File: config.mk
export PLATFORM = sky130hd
export DESIGN_NAME = sc_datamem_io_gen_flat
export DESIGN_NICKNAME = d
export VERILOG_FILES = /design/src/rtl/sc_datamem_io_gen_pkg.sv /design/src/rtl/sc_datamem_io_gen_if.sv /design/src/rtl/sc_datamem_io_gen_sync.sv /design/src/rtl/sc_datamem_io_gen.sv /design/src/flat_wrapper.sv
export SDC_FILE = /design/constraint.sdc
export NUM_CORES = 2
export LEC_CHECK = 0
export ABC_AREA = 1
export CAP_MARGIN = 5
export CORE_ASPECT_RATIO = 1.4
export CORE_MARGIN = 3
export CORE_UTILIZATION = 61
export CTS_BUF_LIST = sky130_fd_sc_hd__clkbuf_8
export DETAILED_ROUTE_END_ITERATION = 10
export PLACE_DENSITY = 0.81
export SYNTH_ARGS = -nofsm -noshare
export SYNTH_HDL_FRONTEND = slang
export SYNTH_SLANG_ARGS = --single-unit
File: constraint.sdc
create_clock -name clock -period 24.7 [get_ports clock]
set_input_delay 4.94 -clock clock [delete_from_list [all_inputs] [get_ports clock]]
set_output_delay 4.94 -clock clock [all_outputs]
set_load 0.02 [all_outputs]
File: src/rtl/sc_datamem_io_gen_pkg.sv
// Shared constants and helpers for the data memory / memory-mapped I/O block.
package sc_datamem_io_gen_pkg;

  localparam int DATA_W_DEF = 32;
  localparam int RAM_AW_DEF = 5;
  localparam int IO_BIT_DEF = 7;
  localparam int N_IN_DEF   = 4;
  localparam int N_OUT_DEF  = 4;

  localparam logic [1:0] OP_OUT   = 2'b00;
  localparam logic [1:0] OP_SET   = 2'b01;
  localparam logic [1:0] OP_CLR   = 2'b10;
  localparam logic [1:0] OP_INCTL = 2'b11;

  // Widest data path byte_merge supports; callers zero-extend and take the low bits.
  localparam int MAX_W  = 256;
  localparam int MAX_BE = MAX_W / 8;

  function automatic logic [MAX_W-1:0] byte_merge(input logic [MAX_W-1:0] old_v,
                                                  input logic [MAX_W-1:0] new_v,
                                                  input logic [MAX_BE-1:0] be_v);
    logic [MAX_W-1:0] res;
    res = old_v;
    for (int k = 0; k < MAX_BE; k++) begin
      res[8*k +: 8] = be_v[k] ? new_v[8*k +: 8] : old_v[8*k +: 8];
    end
    return res;
  endfunction

endpackage

File: src/rtl/sc_datamem_io_gen_if.sv
// CPU-side load/store bus of the data memory.
interface sc_datamem_io_gen_if
  import sc_datamem_io_gen_pkg::*;
#(
  parameter int DATA_W = DATA_W_DEF
);
  logic [31:0]         addr;
  logic [DATA_W-1:0]   wdata;
  logic [DATA_W/8-1:0] be;
  logic                we;
  logic                re;
  logic [DATA_W-1:0]   rdata;
  logic                rvalid;

  modport master (output addr, wdata, be, we, re, input rdata, rvalid);
  modport slave  (input addr, wdata, be, we, re, output rdata, rvalid);
endinterface

File: src/rtl/sc_datamem_io_gen_sync.sv
// Two-flop synchroniser for one input port plus a previous-value register for change detection.
module sc_datamem_io_gen_sync
  import sc_datamem_io_gen_pkg::*;
#(
  parameter int W = DATA_W_DEF
) (
  input  logic         clock,
  input  logic         clr,
  input  logic [W-1:0] din,
  output logic [W-1:0] sync,
  output logic         chg
);
  logic [W-1:0] meta_r;
  logic [W-1:0] sync_r;
  logic [W-1:0] prev_r;

  always_ff @(posedge clock or posedge clr) begin
    if (clr) begin
      meta_r <= '0;
      sync_r <= '0;
      prev_r <= '0;
    end else begin
      meta_r <= din;
      sync_r <= meta_r;
      prev_r <= sync_r;
    end
  end

  assign sync = sync_r;
  assign chg  = (sync_r != prev_r);
endmodule

File: src/rtl/sc_datamem_io_gen.sv
// Word RAM plus memory-mapped output/input/status/mask registers with a registered read port
// and an input-change interrupt.
module sc_datamem_io_gen
  import sc_datamem_io_gen_pkg::*;
#(
  parameter int DATA_W = DATA_W_DEF,
  parameter int RAM_AW = RAM_AW_DEF,
  parameter int IO_BIT = IO_BIT_DEF,
  parameter int N_IN   = N_IN_DEF,
  parameter int N_OUT  = N_OUT_DEF,
  parameter logic [DATA_W-1:0] OUT_RST = {DATA_W{1'b0}}
) (
  input  logic                    clock,
  input  logic                    clr,
  sc_datamem_io_gen_if.slave      bus,
  input  logic [N_IN*DATA_W-1:0]  in_port,
  output logic [N_OUT*DATA_W-1:0] out_port,
  output logic                    irq
);
  localparam int BE_W  = DATA_W / 8;
  localparam int IDX_W = IO_BIT - 4;

  logic [DATA_W-1:0] ram_r [2**RAM_AW];
  logic [DATA_W-1:0] out_r [N_OUT];
  logic [DATA_W-1:0] out_next_s [N_OUT];
  logic [DATA_W-1:0] sync_s [N_IN];
  logic [N_IN-1:0]   chg_s;
  logic [N_IN-1:0]   status_r;
  logic [N_IN-1:0]   status_clr_s;
  logic [N_IN-1:0]   mask_r;
  logic [N_IN-1:0]   mask_next_s;
  logic [DATA_W-1:0] rdata_r;
  logic              rvalid_r;
  logic [DATA_W-1:0] rd_mux_s;
  logic [DATA_W-1:0] wr_bits_s;
  logic [DATA_W-1:0] mask_mrg_s;

  logic              is_io_s;
  logic [RAM_AW-1:0] ram_idx_s;
  logic [1:0]        op_s;
  logic [IDX_W-1:0]  idx_s;
  logic [31:0]       idx_n_s;
  logic              io_wr_s;
  logic              ram_we_s;
  logic              unused_s;

  function automatic logic [DATA_W-1:0] merge_w(input logic [DATA_W-1:0] old_v,
                                                input logic [DATA_W-1:0] new_v,
                                                input logic [BE_W-1:0]   be_v);
    logic [MAX_W-1:0] m;
    m = byte_merge(MAX_W'(old_v), MAX_W'(new_v), MAX_BE'(be_v));
    return m[DATA_W-1:0];
  endfunction

  assign is_io_s   = bus.addr[IO_BIT];
  assign ram_idx_s = bus.addr[RAM_AW+1:2];
  assign op_s      = bus.addr[IO_BIT-1 -: 2];
  assign idx_s     = bus.addr[IO_BIT-3:2];
  assign idx_n_s   = 32'(idx_s);
  assign io_wr_s   = bus.we & is_io_s;
  // clr is gated in so an access that overlaps reset never lands in the unreset RAM.
  assign ram_we_s  = bus.we & ~is_io_s & ~clr;
  assign unused_s  = ^{bus.addr[31:IO_BIT+1], bus.addr[1:0]};

  assign wr_bits_s  = merge_w({DATA_W{1'b0}}, bus.wdata, bus.be);
  assign mask_mrg_s = merge_w(DATA_W'(mask_r), bus.wdata, bus.be);

  for (genvar g = 0; g < N_IN; g++) begin : g_in
    sc_datamem_io_gen_sync #(.W(DATA_W)) u_sync (
      .clock (clock),
      .clr   (clr),
      .din   (in_port[g*DATA_W +: DATA_W]),
      .sync  (sync_s[g]),
      .chg   (chg_s[g])
    );
  end

  for (genvar g = 0; g < N_OUT; g++) begin : g_out
    assign out_port[g*DATA_W +: DATA_W] = out_r[g];
  end

  always_ff @(posedge clock) begin
    if (ram_we_s) begin
      ram_r[ram_idx_s] <= merge_w(ram_r[ram_idx_s], bus.wdata, bus.be);
    end else begin
      ram_r[ram_idx_s] <= ram_r[ram_idx_s];
    end
  end

  always_comb begin
    status_clr_s = '0;
    mask_next_s  = mask_r;
    for (int i = 0; i < N_OUT; i++) begin
      out_next_s[i] = out_r[i];
      if (io_wr_s && (op_s != OP_INCTL) && (idx_n_s == 32'(i))) begin
        case (op_s)
          OP_OUT:  out_next_s[i] = merge_w(out_r[i], bus.wdata, bus.be);
          OP_SET:  out_next_s[i] = merge_w(out_r[i], out_r[i] | bus.wdata, bus.be);
          OP_CLR:  out_next_s[i] = merge_w(out_r[i], out_r[i] & ~bus.wdata, bus.be);
          default: out_next_s[i] = out_r[i];
        endcase
      end else begin
        out_next_s[i] = out_r[i];
      end
    end
    if (io_wr_s && (op_s == OP_INCTL) && (idx_n_s == 32'(N_IN))) begin
      status_clr_s = wr_bits_s[N_IN-1:0];
    end else if (io_wr_s && (op_s == OP_INCTL) && (idx_n_s == 32'(N_IN + 1))) begin
      mask_next_s = mask_mrg_s[N_IN-1:0];
    end else begin
      mask_next_s = mask_r;
    end
  end

  // Read path sees pre-edge state, giving read-first behaviour for RAM and registers.
  always_comb begin
    rd_mux_s = '0;
    if (!is_io_s) begin
      rd_mux_s = ram_r[ram_idx_s];
    end else begin
      case (op_s)
        OP_OUT: begin
          for (int i = 0; i < N_OUT; i++) begin
            rd_mux_s = rd_mux_s | (out_r[i] & {DATA_W{idx_n_s == 32'(i)}});
          end
        end
        OP_INCTL: begin
          for (int i = 0; i < N_IN; i++) begin
            rd_mux_s = rd_mux_s | (sync_s[i] & {DATA_W{idx_n_s == 32'(i)}});
          end
          rd_mux_s = rd_mux_s | (DATA_W'(status_r) & {DATA_W{idx_n_s == 32'(N_IN)}});
          rd_mux_s = rd_mux_s | (DATA_W'(mask_r) & {DATA_W{idx_n_s == 32'(N_IN + 1)}});
        end
        default: rd_mux_s = '0;
      endcase
    end
  end

  always_ff @(posedge clock or posedge clr) begin
    if (clr) begin
      for (int i = 0; i < N_OUT; i++) begin
        out_r[i] <= OUT_RST;
      end
      status_r <= '0;
      mask_r   <= '0;
      rdata_r  <= '0;
      rvalid_r <= 1'b0;
    end else begin
      for (int i = 0; i < N_OUT; i++) begin
        out_r[i] <= out_next_s[i];
      end
      // A new change detection takes priority over a same-edge W1C.
      status_r <= (status_r & ~status_clr_s) | chg_s;
      mask_r   <= mask_next_s;
      rdata_r  <= bus.re ? rd_mux_s : rdata_r;
      rvalid_r <= bus.re;
    end
  end

  assign bus.rdata  = rdata_r;
  assign bus.rvalid = rvalid_r;
  assign irq        = |(status_r & mask_r);
endmodule

File: src/flat_wrapper.sv
// flat-port wrapper written by rule: the top's interface ports become plain ports
module sc_datamem_io_gen_flat import sc_datamem_io_gen_pkg::*;
#(
  parameter int DATA_W = DATA_W_DEF,
  parameter int RAM_AW = RAM_AW_DEF,
  parameter int IO_BIT = IO_BIT_DEF,
  parameter int N_IN   = N_IN_DEF,
  parameter int N_OUT  = N_OUT_DEF,
  parameter logic [DATA_W-1:0] OUT_RST = {DATA_W{1'b0}}
)
  (clock, clr, in_port, out_port, irq, bus_addr, bus_wdata, bus_be, bus_we, bus_re, bus_rdata, bus_rvalid);
  sc_datamem_io_gen_if #(.DATA_W(DATA_W)) bus_i ();
  input  logic clock;
  input  logic clr;
  input  logic [N_IN*DATA_W-1:0] in_port;
  output logic [N_OUT*DATA_W-1:0] out_port;
  output logic irq;
  input wire logic [$bits(bus_i.addr)-1:0] bus_addr;
  input wire logic [$bits(bus_i.wdata)-1:0] bus_wdata;
  input wire logic [$bits(bus_i.be)-1:0] bus_be;
  input wire logic [$bits(bus_i.we)-1:0] bus_we;
  input wire logic [$bits(bus_i.re)-1:0] bus_re;
  output wire logic [$bits(bus_i.rdata)-1:0] bus_rdata;
  output wire logic [$bits(bus_i.rvalid)-1:0] bus_rvalid;
  assign bus_i.addr = bus_addr;
  assign bus_i.wdata = bus_wdata;
  assign bus_i.be = bus_be;
  assign bus_i.we = bus_we;
  assign bus_i.re = bus_re;
  assign bus_rdata = bus_i.rdata;
  assign bus_rvalid = bus_i.rvalid;
  sc_datamem_io_gen #(.DATA_W(DATA_W), .RAM_AW(RAM_AW), .IO_BIT(IO_BIT), .N_IN(N_IN), .N_OUT(N_OUT), .OUT_RST(OUT_RST)) u_core (.clock(clock), .clr(clr), .bus(bus_i), .in_port(in_port), .out_port(out_port), .irq(irq));
endmodule
==> summary.md <==
| Metric | Value |
|---|---|
| Status | complete, no violations |
| Resized Gates After CTS | 0 |
| Port Buffers | 335 |
| P_int | 0.004132 W |
| Setup Buffers After CTS | 0 |
| Worst R2R Path Depth | 8 |
| Clk pwr share | 33.2% |
| Post-Route WL | 184,100 µm |
| Via/cell ratio | 6.134 |
| R2r setup slk | about 22 ns |
| Post-layout min period | roughly 9.4 ns |
| Final net count | between 6,000 and 7,000 |
| Reg power frac | a little over half |
| Max cap viols | 0 |
| Core area | 0.1003 mm² |
| Post-DR wirelength/cell | approximately 25 µm |
| CP Launch Type | input pin |
| Pwr dens | just under 80 mW/mm² |
| EDFF count, synth | around 1,000 |
| # clock sinks | about 1,600 |
| Share of flip-flops with an asynchronous set or reset | a little over a third |
| Top Family by Delay on Critical Path | buffers and inverters |
| Yosys reg bits | between 1,500 and 2,000 |
| Pre-CTS WS | roughly 15 ns |
| H-tree levels | 4 |
| Min-Delay Endpoint | u_core.g_in[1].u_sync.sync[6] |
| Crit share post-route | a little under two fifths |
| DRC | 0 |
| Post-route cell area | around 0.07 mm² |
| VDD IR max | around 66 µV |
| HP Start | u_core.g_in[1].u_sync.meta_r[6] |
| Global placement routability congestion | around 0.93 |
| Clk_lat worst skew | 0.93 ns |
| TNS Setup | 0 ns |
| TritonCTS clock tree | built |
| Share of cells above drive strength 1 | approximately 7.7% |
| Register clock-pin slew on the reported worst setup and hold paths | roughly 0.070 ns |
| CP endpoint kind | register |
| R2R Path End | u_core.ram_r[30][2] |
| Slew Limit Fails | 0 |
| Row count | 137 |
| Syn Nets | about 5,700 |
| I/O pin total | 362 |
| Syn-to-layout area delta | 14.31% |
| Die Ht | about 380 µm |
| Sw Ratio | 26.43% |
| Critical Path Max Stage Delay | approximately 0.77 ns |
| Synth cell types | 32 |
| Placed Cells | 6,972 |
| First-pass GRT wire length | ~270,000 µm |
| RSZ-0062 raised after global routing | false |
| Top_reg_cell synth | edfxtp_1 |
| Sw power | roughly 0.0015 W |
| Dpl cell area | 0.06693 mm² |
| CP required | roughly 25 ns |
| Slew @ Worst Pin | 1.175 ns |
| Ys Warns | 0 |
| Pwr Total | about 0.0056 W |
| Final Instance Count excl. Fillers | between 7,000 and 8,000 |
| Post-DRT Antenna Nets | 0 |
| Setup ws final | ~15 ns |
| Worst hold path type | register to register |
| Avg Cell Area, Syn | between 10 and 15 µm² |
| GRT Util Overall | about a third |
| Pin count of the biggest net entering global routing | between 150 and 200 |
| Cells after synthesis | 5,488 |
| Setup violations, final | 0 |
| Root buf cell | clkbuf_8 |
| Hold depth | 0 |
| Bufs and invs on worst path | 8 |
| Clk_skew | about 0.036 ns |
| Leak | roughly 29 nW |
| Total CTS buffers | ~210 |
| Data arrival, critical path | approximately 10 ns |
| CP Cell Sequence | buf_8 > buf_12 > buf_4 > inv_8 > nor2_4 > buf_4 > buf_4 > nand2_1 > nand2_1 > inv_1 > nand3_1 > nand3_1 > nand3_1 > nand3_1 > o21ai_1 > buf_4 |
| FILL cells | approximately 6,500 |
| Max frequency | 106.5 MHz |
| Comb power frac | around 12% |
| Mapped cell area | slightly above 0.06 mm² |
| Detailed placement HPWL | between 100,000 and 150,000 µm |
| Full die area | ~0.11 mm² |
| Vias | 45,100 |
| Drt initial violations | ~5,800 |
| Post-synthesis sequential area ratio | 71.90% |
| Gr ovfl total | 0 |
| Max stage delay cell, worst path | buf_4 |
| Hold_buf cts | 0 |
| Setup Crit Path Kind | input pin to register |
| Starting Density | ~62% |
| Vias in the first global route | approximately 45,000 |
| Worst Path Max Fanout | between 100 and 150 |
| Die width | between 200 and 300 µm |
| R2r startpoint | u_core.ram_r[27][2] |
| Hold Fails Final Rpt | 0 |
| Worst rel slew slack | a little over a fifth |
| Longest Clk Path Bufs | 3 |
| Initial DRT Pass Iterations | 6 |
| Initial antenna violation count | 4 |
area by class of cell:
cell class | instances | area [µm²] | share of cell area [%]
Sequential cell | 1577 | 44590 | 62.90
Multi-Input combinational cell | 3423 | 15740 | 22.20
Timing Repair Buffer | 431 | 4104 | 5.789
Clock buffer | 226 | 3110 | 4.388
Tap cell | 1320 | 1652 | 2.330
Inverter | 221 | 849.6 | 1.198
Clock inverter | 151 | 842.1 | 1.188
Antenna cell | 3 | 7.507 | 0.01059
registers in the layout, summed over array words and instances, names as in the netlist:
signal                     flops
u_core.ram_r                1024
u_core.bus.rdata              32
u_core.bus.rvalid              1
u_core.g_in.u_sync.meta_r    128
u_core.g_in.u_sync.prev_r    128
u_core.status_r                4
u_core.g_in.u_sync.sync      128
u_core.mask_r                  4
u_core.out_port              128
cells in the mapped netlist (53+ instances only):
cell type | instances | area, µm²
a21oi_1 | 113 | 565.5
a22oi_1 | 58 | 435.4
a2bb2oi_1 | 70 | 613.1
buf_2 | 132 | 660.6
clkbuf_1 | 86 | 322.8
dfrtp_1 | 553 | 13840
edfxtp_1 | 1024 | 30750
inv_1 | 206 | 773.2
nand2_1 | 2033 | 7631
nand3_1 | 382 | 1912
nand4_1 | 183 | 1145
nor2_1 | 322 | 1209
xnor2_1 | 53 | 464.2
xor2_1 | 58 | 508.0
logic make-up (layout without fill, tap and decap cells):
family,Yosys count,in the layout,share of synthesized area (%)
other cells,0,3,0
xor+xnor,111,111,1.568
simple gates,2973,2973,19.76
flops,1577,1577,71.90
buf+inv,488,1029,3.238
fa+ha+maj,4,4,0.08071
compound gates,335,335,3.454
cells in the final DEF, fill, tap and decap left out, drive strengths merged, types with 11 or more instances in the layout:
cell type / synthesis / final
dfrtp: 553 / 553
o21ai: 56 / 56
buf: 181 / 102
nand3: 382 / 382
clkdlybuf4s50: 0 / 329
nand2: 2038 / 2038
clkbuf: 86 / 226
xnor2: 53 / 53
nand4: 183 / 183
inv: 218 / 298
nor2: 334 / 334
a22oi: 58 / 58
a2bb2oi: 70 / 70
a21oi: 113 / 113
nor3: 12 / 12
edfxtp: 1024 / 1024
o22ai: 32 / 32
clkinv: 3 / 61
or2: 11 / 11
xor2: 58 / 58
worst reg2reg max path, stage by stage, from the launching register on:
cell and delay (ns):
edfxtp_1 0.38, nand2_1 0.08, nand2_1 0.07, nand2_1 0.05
nand4_1 0.11, nand3_1 0.13, nand3_1 0.16, nand3_1 0.15
nand2_1 0.58
routing by layer:
metal	GRT usage [%]	vias up	share of wire (%)
li1	-	19290	-
met1	43.40	21460	33
met2	54.68	3546	47
met3	9.251	795	13
met4	21.87	4	7.2
met5	0	-	0.011
worst max path at each step:
stage	from	endpoint	slack [ns]	cells after the start
6_report	bus_addr[2]	u_core.ram_r[6][16]	15.31	16
5_1_grt	bus_addr[2]	u_core.ram_r[6][16]	15.13	16
4_1_cts	bus_addr[2]	u_core.ram_r[25][16]	15.47	16
3_5_place_dp	bus_addr[2]	u_core.ram_r[27][16]	14.52	16
3_3_place_gp	bus_addr[2]	u_core.ram_r[18][16]	14.68	16
2_1_floorplan	clr	u_core.bus.rdata[0]	4.28	1
power by group through the flow:
stage | clock (W) | combinational [W] | sequential (W)
3_5_place_dp | 0 | 0.000667 | 0.00312
2_1_floorplan | 0 | 0.000289 | 0.00316
4_1_cts | 0.00187 | 0.000673 | 0.00306
3_3_place_gp | 0 | 0.000648 | 0.00311
6_report | 0.00187 | 0.000682 | 0.00307
5_1_grt | 0.00198 | 0.000724 | 0.00307
through the flow:
| stage | utilization [%] | hold slack [ns] |
|---|---|---|
| 4_1_cts | 70.69 | 0.3408 |
| 2_1_floorplan | - | 0.3312 |
| 3_3_place_gp | 66.75 | 0.3318 |
| 3_5_place_dp | 66.75 | 0.3347 |
| 6_report | 70.70 | 0.3418 |
| 5_1_grt | 70.69 | 0.3484 |
(Power assumes the default switching activity.)
